<file path="src/rtl/cpu_cycle_sequencer.sv">
// T-state / M-cycle sequencer with registered one-hot opcode field decode.
// Drives the per-X-group microcode blocks and consumes their OR-ed fetch request.
module cpu_cycle_sequencer (
    input  logic       i_Clk,
    input  logic       i_Reset_n,
    input  logic       i_Stall,
    input  logic       i_Fetch,
    input  logic [7:0] i_Data,
    input  logic [7:0] i_Flags,
    output logic [3:0] o_Cycle_Step,
    output logic [7:0] o_Cycle_Count,
    output logic [3:0] o_X_Active,
    output logic       o_CB_Active,
    output logic [7:0] o_Y,
    output logic [7:0] o_Z,
    output logic [3:0] o_P,
    output logic [1:0] o_Q,
    output logic [3:0] o_Conditions,
    output logic [7:0] o_Opcode,
    output logic       o_Overrun
);

    typedef enum logic [3:0] {
        T1 = 4'b0001,
        T2 = 4'b0010,
        T3 = 4'b0100,
        T4 = 4'b1000
    } step_e;

    step_e      step_q, step_d;
    logic [7:0] count_q, count_d;
    logic [7:0] opcode_q, opcode_d;
    logic       cb_q, cb_d;
    logic       overrun_q, overrun_d;
    logic [3:0] x_q, x_d;
    logic [7:0] y_q, y_d;
    logic [7:0] z_q, z_d;
    logic [3:0] p_q, p_d;
    logic [1:0] q_q, q_d;
    logic       latch;

    always_comb begin
        step_d    = step_q;
        count_d   = count_q;
        opcode_d  = opcode_q;
        cb_d      = cb_q;
        overrun_d = overrun_q;
        x_d       = x_q;
        y_d       = y_q;
        z_d       = z_q;
        p_d       = p_q;
        q_d       = q_q;
        latch     = 1'b0;

        if (!i_Stall) begin
            unique case (step_q)
                T1:      step_d = T2;
                T2:      step_d = T3;
                T3:      step_d = T4;
                T4:      step_d = T1;
                default: step_d = T1;
            endcase
            if (step_q == T4) begin
                if (i_Fetch) begin
                    latch   = 1'b1;
                    count_d = 8'h01;
                end else if (count_q == 8'h80) begin
                    overrun_d = 1'b1;
                end else begin
                    count_d = count_q << 1;
                end
            end
        end

        // A CB byte is a prefix only when it is not itself a CB-page opcode.
        if (latch) begin
            opcode_d = i_Data;
            cb_d     = (opcode_q == 8'hCB) && !cb_q;
            x_d      = cb_d ? 4'b0000 : (4'b0001 << i_Data[7:6]);
            y_d      = 8'h01 << i_Data[5:3];
            z_d      = 8'h01 << i_Data[2:0];
            p_d      = 4'b0001 << i_Data[5:4];
            q_d      = 2'b01 << i_Data[3];
        end
    end

    always_ff @(posedge i_Clk) begin
        if (!i_Reset_n) begin
            step_q    <= T1;
            count_q   <= 8'h01;
            opcode_q  <= 8'h00;
            cb_q      <= 1'b0;
            overrun_q <= 1'b0;
            x_q       <= 4'b0001;
            y_q       <= 8'h01;
            z_q       <= 8'h01;
            p_q       <= 4'b0001;
            q_q       <= 2'b01;
        end else begin
            step_q    <= step_d;
            count_q   <= count_d;
            opcode_q  <= opcode_d;
            cb_q      <= cb_d;
            overrun_q <= overrun_d;
            x_q       <= x_d;
            y_q       <= y_d;
            z_q       <= z_d;
            p_q       <= p_d;
            q_q       <= q_d;
        end
    end

    assign o_Cycle_Step  = step_q;
    assign o_Cycle_Count = count_q;
    assign o_Opcode      = opcode_q;
    assign o_CB_Active   = cb_q;
    assign o_Overrun     = overrun_q;
    assign o_X_Active    = x_q;
    assign o_Y           = y_q;
    assign o_Z           = z_q;
    assign o_P           = p_q;
    assign o_Q           = q_q;

    assign o_Conditions = {i_Flags[4], ~i_Flags[4], i_Flags[7], ~i_Flags[7]};

endmodule

</file>
<file path="config.mk">
export PLATFORM = sky130hd
export DESIGN_NAME = cpu_cycle_sequencer
export DESIGN_NICKNAME = d
export VERILOG_FILES = /design/src/rtl/cpu_cycle_sequencer.sv
export SDC_FILE = /design/constraint.sdc
export NUM_CORES = 1
export LEC_CHECK = 0
export BUFFER_PORTS_ARGS = -buffer_cell sky130_fd_sc_hd__buf_2
export CAP_MARGIN = 10
export CORE_ASPECT_RATIO = 0.9
export CORE_MARGIN = 2
export CORE_UTILIZATION = 30
export CTS_CLUSTER_DIAMETER = 150
export DETAILED_ROUTE_END_ITERATION = 7
export GPL_ROUTABILITY_DRIVEN = 0
export PLACE_DENSITY = 0.66
export SYNTH_ARGS = -nofsm -noshare
export SYNTH_HDL_FRONTEND = slang
export SYNTH_SLANG_ARGS = --single-unit
export TNS_END_PERCENT = 5
</file>
<file path="constraint.sdc">
create_clock -name i_Clk -period 1.8 [get_ports i_Clk]
set_clock_uncertainty 0.15 [all_clocks]
set_input_delay 0.36 -clock i_Clk [delete_from_list [all_inputs] [get_ports i_Clk]]
set_output_delay 0.36 -clock i_Clk [all_outputs]
set_load 0.02 [all_outputs]
</file>
=== Yosys cells after proc, flatten, opt, wreduce, memory -nomap -nowiden ===
Index checks and enable logic that the tools add are counted.

* Flip-flop bits (word level): 48
* Bits of input ports: 20
* Output and inout bits: 52
* Word-level logic and storage cells: 37

* Eq/ne operators: 7
* Shifts and indexed selects: 5
* Mux-type cells: 7
* Bitwise gates (word level): 4
* Reductions and logical operators: 4

{| class="wikitable"
|+ Operators by type and width
! cell !! count
|-
| $eq 8x8->1 const B || 2
|-
| $mux 8 || 2
|-
| $shl 1x3->8 const A || 2
|-
| $pmux 4 s3 || 1
|-
| $shl 1x2->4 const A || 2
|-
| $eq 4x1->1 const B || 1
|-
| $eq 4x2->1 const B || 1
|-
| $eq 4x3->1 const B || 1
|-
| $eq 4x4->1 const B || 1
|-
| $mux 4 || 1
|-
| $not 1->1 || 4
|-
| $reduce_and 4->1 || 1
|-
| $mux 1 || 3
|-
| $reduce_and 3->1 || 1
|-
| $ne 2x2->1 const B || 1
|-
| $shl 1x1->2 const A || 1
|-
| $logic_and 1x1->1 || 1
|-
| $logic_not 1->1 || 1
|}

=== Logic depth before layout (Yosys ltp) ===
Gate-level depths: netlist (run 1).

* Depth in word-level cells: 3
* Mapped depth: 6
* Mapped depth without buffers: 3

=== Least setup slack after synthesis (run 1) ===
No wires, ideal clock.

* Path type: register to register
* Start point: reg step_q[1] (netlist: o_Cycle_Step[1])
* End point: reg z_q[3] (netlist: o_Z[3])
* Library setup time: 0.070 ns
* Arrival time: 1.759 ns
* Data required time: 1.580 ns
* Slack: -0.179 ns
* Stages on the path, launching flop included: 6
* Buffers on the path: 2
* Clock period less this slack: 1.979 ns
* Path through: dfxtp_1 > clkbuf_1 > or4_4 > buf_6 > or4_1 > a21oi_1

* Cells in the longest elaborated chain, start to end: 3

{| class="wikitable"
|+ RTL lines
! element !! RTL line !! RTL
|-
| from (decl) || 30 || <nowiki>step_e step_q, step_d;</nowiki>
|-
| from (signal assigned) || 100 || <nowiki>step_q <= step_d;</nowiki>
|-
| $eq 4x4->1 || 63 || <nowiki>if (step_q == T4) begin</nowiki>
|-
| $mux 1 || 63 ||
|-
| $mux 1 || 55 || <nowiki>if (!i_Stall) begin</nowiki>
|-
| to (signal assigned) || 107 || <nowiki>z_q <= z_d;</nowiki>
|-
| to (decl) || 37 || <nowiki>logic [7:0] z_q, z_d;</nowiki>
|}

No other way between the ends.
A chain may end at the register's enable or synchronous reset.

=== Worst setup path in the final report (run 1) ===
* Start point: reg step_q[0] (netlist: o_Cycle_Step[0])
* End point: reg z_q[5] (netlist: o_Z[5])

Same word-level chain as after synthesis.

==> results of run 1 <==
[layout make-up]
type                    instances  share of cell area
clock buffers                   8              0.0371
inverters                       5             0.00696
multi-input cells             162               0.370
flip-flops and latches         47               0.349
well taps                      90              0.0418
repair buffers                 91               0.194
[registers in the layout (all words and copies together) (netlist names)]
name           count
o_Q                1
o_Y                8
o_X_Active         4
o_CB_Active        1
o_P                4
o_Z                8
o_Cycle_Step       4
o_Overrun          1
o_Opcode           8
o_Cycle_Count      8
[critical path, delay by kind of cell, from the launching register on]
family           cells  cell delay, ns
AO/OA/AOI/OAI        1            0.12
flip-flops           1            0.34
AND/OR/NAND/NOR      2            1.07
[routing by layer]
layer,up-vias,GRT usage
li1,1034,-
met1,958,0.197
met2,66,0.251
met3,4,0.0345
met4,0,0.0273
met5,-,0
[through the flow]
stage                     cell area [um^2]  worst slack (ns)  power (mW)
final                                 2700            0.0588        1.93
after global routing                  2700           -0.0179        2.02
after CTS                             2670           0.00623        1.94
after detailed placement              2570           -0.0903        1.26
after global placement                2570           -0.0797        1.26
after floorplan                       2070            -0.125        1.19
[report_power, final]
group / switching (mW) / internal, mW / total [mW]
Combinational: 0.118 / 0.0690 / 0.187
Clock: 0.343 / 0.351 / 0.694
Sequential: 0.00397 / 1.04 / 1.05
Total: 0.465 / 1.46 / 1.93
[cell families (layout without fill, tap and decap cells)]
logic type,count (synthesis),after routing,synth area share
xor+xnor,1,1,0.00425
simple gates,76,76,0.227
compound gates,85,85,0.238
buf+inv,33,104,0.0746
flops,47,47,0.456
[path summary, 6_finish.rpt]
check                                    start                        to  slack [ns]
setup / recovery  o_Cycle_Step[0]$_SDFFE_PN1N_       o_Z[5]$_SDFFE_PN0P_        0.06
hold / removal                       i_Data[7]  o_Opcode[7]$_SDFFE_PN0P_        0.21
setup reg to reg  o_Cycle_Step[0]$_SDFFE_PN1N_       o_Z[5]$_SDFFE_PN0P_        0.06
hold reg to reg            o_Z[1]$_SDFFE_PN0P_       o_Z[1]$_SDFFE_PN0P_        0.33
[synthesized netlist by cell type (4+ instances only)]
master	number
a21oi_1	27
a21boi_0	5
nand2_1	8
inv_1	4
nor2_1	6
o21ai_0	37
nor4_1	5
o211ai_1	4
nand4_1	5
nand3b_1	4
clkbuf_1	20
nand3_1	15
nor3_1	5
dfxtp_1	47
nand4b_1	9
[what timing repair did]
action / CTS / global route
resized for setup: 0 / 6
endpoints found under the setup margin: 0 / 5
endpoints found under the hold margin: 0 / 0
setup buffers: 0 / 0
==> impl_metrics.json, run 1 <==
{
  "period_share": 0.967,
  "finalWirelength_um": 5560,
  "gr-usage-all-layers": 0.148,
  "max_freq_mhz": 574,
  "avgSynthCellArea_um2": 8.53,
  "synth_cell_types": 40,
  "regArea_um2": 942,
  "cts_tree": "built",
  "power_density_mw_per_mm2": 715,
  "finalNetCount": 332,
  "ys_top_cells_by_area": "dfxtp_1 (46%), o21ai_0 (9.0%), a21oi_1 (6.5%), nand4b_1 (3.8%), clkbuf_1 (3.6%)",
  "drt_first_pass_iters": 4,
  "port_buffers": 65,
  "cts_buffers": 5,
  "fin_util": 0.407,
  "setup_viol": 0,
  "placed_cells": 395,
  "netlist_instances": 242,
  "synthesis.area_mm2": 0.00206,
  "root_buffer": "clkbuf_8",
  "clkLatencyLatePin_ns": 0.29,
  "synth_edf_count": 0,
  "maxSlewViolCount": 0,
  "slew-limit-headroom": 0.789,
  "hold_viol_final": 0,
  "num_rows": 28,
  "dr_wl_met2_um": 2600,
  "instances_no_fill": 403,
  "antenna_found_initial": 0,
  "cts_hold_buffers": 0,
  "fin_tns_setup_ns": 0,
  "cp_max_fo": 7,
  "htreeDepth": 2,
  "synth_top_area_cell": "dfxtp_1",
  "yosysWarningCount": 0,
  "die_x_um": 91.4,
  "path_cells": "or4_4 > or4_1 > a21oi_2",
  "coreArea_mm2": 0.00662,
  "crit_required_ns": 1.88,
  "path_class": "flip-flop to flip-flop",
  "final_antenna_net_count": 0,
  "layout_commonest_cell": "buf_2",
  "cts.clk_slew.worst_paths_ns": 0.08,
  "mostFrequentLayoutCells": "buf_2 (65), dfxtp_1 (46), o21ai_0 (37), a21oi_1 (26), buf_4 (25)",
  "finalCriticalPeriod_ns": 1.74,
  "vias": 2062,
  "p_leak_nw": 1.08,
  "ir_drop_v": 0.000344,
  "reg2regPathDepth": 3,
  "dpl.hpwl_um": 4000,
  "worstHoldPathCells": 3,
  "met1Wirelength_um": 2580,
  "vias_per_cell": 5.12,
  "min_path_type": "primary input to flip-flop",
  "dieArea_mm2": 0.00756,
  "grt_overflow": 0,
  "top_layer_used": "met4",
  "wl_per_cell_um": 13.8,
  "cp_slowest_cell": "or4_4",
  "crit_path_end_kind": "flip-flop",
  "status": "completed",
  "multi_input_area_um2": 998,
  "yosysSeqAreaShare": 0.456,
  "route.met3.wl_um": 352,
  "synth_top_area_frac": 0.456,
  "synth_nets": 262,
  "start_util": 0.312,
  "synthArstFlopShare": 0,
  "syn_to_final_growth_pct": 30.7,
  "num_io_pins": 72,
  "rsz0062_at_grt": "yes",
  "hold_ws_ns": 0.214,
  "grt_first_pass_wirelength_um": 9140,
  "drt_iter0_markers": 172,
  "critPathLaunchType": "flip-flop",
  "worstMarginPinSlew_ns": 0.314,
  "diodes": 0,
  "maxCapViolCount": 0,
  "clockBufferDepth": 2,
  "cts_sinks": 47,
  "fillers": 715,
  "grt_max_degree": 29,
  "ys_ff_latch": 47,
  "max_stage_delay_ns": 0.57,
  "die_y_um": 82.7,
  "drive_gt1_frac": 0.342,
  "grt_pass1_vias": 1862,
  "drc_errors": 0,
  "crit_arrival_ns": 1.82,
  "synth-main-ff-cell": "dfxtp_1"
}
No activity file was read; power rests on OpenSTA's default activity.
==> run 2: changes to the inputs <==
--- a/config.mk
+++ b/config.mk
@@ -5,6 +5,7 @@
 export SDC_FILE = /design/constraint.sdc
 export NUM_CORES = 1
 export LEC_CHECK = 0
+export ABC_AREA = 1
 export BUFFER_PORTS_ARGS = -buffer_cell sky130_fd_sc_hd__buf_2
 export CAP_MARGIN = 10
 export CORE_ASPECT_RATIO = 0.9
@@ -13,7 +14,8 @@
 export CTS_CLUSTER_DIAMETER = 150
 export DETAILED_ROUTE_END_ITERATION = 7
 export GPL_ROUTABILITY_DRIVEN = 0
-export PLACE_DENSITY = 0.66
+export PLACE_DENSITY = 0.67
+export SETUP_SLACK_MARGIN = 0.02
 export SYNTH_ARGS = -nofsm -noshare
 export SYNTH_HDL_FRONTEND = slang
 export SYNTH_SLANG_ARGS = --single-unit
==> impl_metrics.json, run 2 <==
{
  "clkLatencyLatePin_ns": 0.30,
  "rr_startpoint": "o_Cycle_Step[0]$_SDFFE_PN1N_",
  "vias": 1865,
  "synth_edf_count": 0,
  "p_sw_uw": 471,
  "num_rows": 27,
  "mostFrequentLayoutCells": "nand2_1 (70), buf_2 (65), dfxtp_1 (47), inv_1 (31), nor2_1 (30)",
  "diodes": 0,
  "seq_power_share": 0.537,
  "min_path_type": "primary input to flip-flop",
  "muxShareOfSynthArea": 0,
  "combPwrFrac": 0.079,
  "grt_pass1_vias": 1737,
  "synth-main-ff-cell": "dfxtp_1",
  "crit_arrival_ns": 1.04,
  "yosys.area_share.xor_xnor": 0,
  "cts_resized": 0,
  "port_buffers": 65,
  "synth_top_area_cell": "dfxtp_1",
  "dieArea_mm2": 0.00722,
  "cts.clk_slew.worst_paths_ns": 0.09,
  "cts_sinks": 47,
  "synthSimpleGateAreaFrac": 0.314,
  "num_io_pins": 72,
  "p_int_mw": 1.50,
  "fin_tns_setup_ns": 0,
  "fin_util": 0.397,
  "avgSynthCellArea_um2": 7.33,
  "vias_per_cell": 4.42,
  "path_class": "flip-flop to primary output",
  "grt_overflow": 0,
  "wl_per_cell_um": 11.3,
  "cts_tree": "built",
  "synth_common_cells": "nand2_1 (70), dfxtp_1 (47), inv_1 (31)",
  "fillers": 688,
  "cts_setup_buffers": 0,
  "coreArea_mm2": 0.00622,
  "cp_max_fo": 5,
  "finalWirelength_um": 4760,
  "fin_ws_ns": 0.253,
  "htreeDepth": 2,
  "crit_required_ns": 1.29,
  "ys_ff_latch": 47,
  "ys_top_cells_by_area": "dfxtp_1 (48%), nand2_1 (13%), nand3_1 (6.6%), inv_1 (5.9%), nor2_1 (5.7%)",
  "root_buffer": "clkbuf_8",
  "synth.most_common_cell": "nand2_1",
  "layout_commonest_cell": "nand2_1",
  "synth_nets": 288,
  "grt_max_degree": 20,
  "synth_top_area_frac": 0.479,
  "r2r_slack_ns": 0.27,
  "rsz0062_at_grt": "no",
  "gr-usage-all-layers": 0.139,
  "period_share": 0.859,
  "maxCapViolCount": 0,
  "yosysSeqAreaShare": 0.479,
  "worstMarginPinSlew_ns": 0.418,
  "pwr-share-clk": 0.383,
  "die_y_um": 80.8,
  "yosysWarningCount": 0,
  "max_freq_mhz": 646,
  "grt_first_pass_wirelength_um": 7820,
  "start_util": 0.316,
  "synth_compound_area_frac": 0.104,
  "syn_to_final_growth_pct": 25.7,
  "drc_errors": 0,
  "critPathLaunchType": "flip-flop",
  "die_x_um": 89.3,
  "final_antenna_net_count": 0,
  "finalNetCount": 355,
  "hold_ws_ns": 0.191,
  "synth_cell_types": 20,
  "place_ws_ns": 0.194,
  "reg2regPathDepth": 7,
  "worstSetupStartpoint": "o_Cycle_Step[3]$_SDFFE_PN0N_",
  "place_area_mm2": 0.00236,
  "finish.instance_area_mm2": 0.00247,
  "finalCriticalPeriod_ns": 1.55,
  "drt_iter0_markers": 73,
  "ir_drop_v": 0.000281,
  "power_density_mw_per_mm2": 800,
  "slew-limit-headroom": 0.721,
  "synth_fa_ha_area_frac": 0,
  "clockBufferDepth": 2,
  "crit_path_end_kind": "primary output",
  "status": "completed",
  "p_leak_nw": 1.22,
  "cts_hold_buffers": 0,
  "cts_buffers": 5,
  "maxSlewViolCount": 0,
  "p_sw_frac": 0.239,
  "synth_top_family_by_area": "simple AND/OR/NAND/NOR gates",
  "synthArstFlopShare": 0,
  "drive_gt1_frac": 0.266,
  "netlist_instances": 268,
  "hold_viol_final": 0,
  "setup_viol": 0,
  "r2r_end": "o_Z[2]$_SDFFE_PN0P_",
  "drt_first_pass_iters": 4,
  "dpl.hpwl_um": 3580,
  "antenna_found_initial": 0,
  "cp-endpoint": "o_Cycle_Step[3]",
  "synthesis.area_mm2": 0.00197
}
-- run 2: cell count changes after synthesis, sizes merged, moves of 5 or more --
cell and delta:
nand3 +13, a21boi -6, nand2 +64, inv +30, clkbuf -18, o21ai -21
nor2 +27, nand4b -9, nor3 -5, nor4 -5, a21oi -5
-- run 2: power by group through the flow --
stage / combinational [mW] / clock, mW / sequential [mW]
after global placement: 0.154 / 0 / 1.09
after detailed placement: 0.157 / 0 / 1.09
after global routing: 0.175 / 0.807 / 1.06
after floorplan: 0.0878 / 0 / 1.10
final: 0.156 / 0.757 / 1.06
after CTS: 0.158 / 0.786 / 1.06
-- run 2: how the worst min path moves through the flow --
stage	to	startpoint	depth (start not counted)
after floorplan	o_Cycle_Step[2]$_SDFFE_PN0N_	i_Stall	1
after global routing	o_Q[0]$_SDFFE_PN1P_	i_Data[3]	2
final	o_Opcode[6]$_SDFFE_PN0P_	i_Data[6]	3
after global placement	o_X_Active[1]$_SDFFE_PN0P_	o_X_Active[1]$_SDFFE_PN0P_	2
after CTS	o_Opcode[6]$_SDFFE_PN0P_	i_Data[6]	3
after detailed placement	o_Z[6]$_SDFFE_PN0P_	o_Z[6]$_SDFFE_PN0P_	2
-- run 2: layer usage --
| metal | track usage | vias up | share of wire |
|---|---|---|---|
| met3 | 0.0213 | 4 | 0.047 |
| met4 | 0.0537 | 0 | 0.011 |
| met2 | 0.233 | 43 | 0.46 |
| li1 | - | 980 | - |
| met1 | 0.180 | 838 | 0.48 |
| met5 | 0 | - | 0 |
-- run 2: logic make-up (layout without fill, tap and decap cells) --
logic type	count (synthesis)	count (layout)
AOI/OAI and AO/OA	40	40
and+or+nand+nor	137	137
DFF	47	47
buffers and inverters	44	111
-- run 2: cell type report --
cell class / instances / area [um^2] / area share
flip-flops and latches: 47 / 941 / 0.381
multi-input cells: 177 / 823 / 0.333
repair buffers: 70 / 363 / 0.147
inverters: 34 / 128 / 0.0517
well taps: 87 / 109 / 0.0441
clock buffers: 5 / 68.8 / 0.0279
clock inverters: 2 / 37.5 / 0.0152
-- run 2: critical path, stage by stage, from the launching register on --
cell	delay [ns]
dfxtp_1	0.41
buf_4	0.17
buf_2	0.16
-- run 2: per-stage QoR --
stage          power (mW)  instances
6_report             1.98        422
3_3_place_gp         1.24        415
3_5_place_dp         1.24        415
4_1_cts              2.01        422
2_1_floorplan        1.19        268
5_1_grt              2.05        422
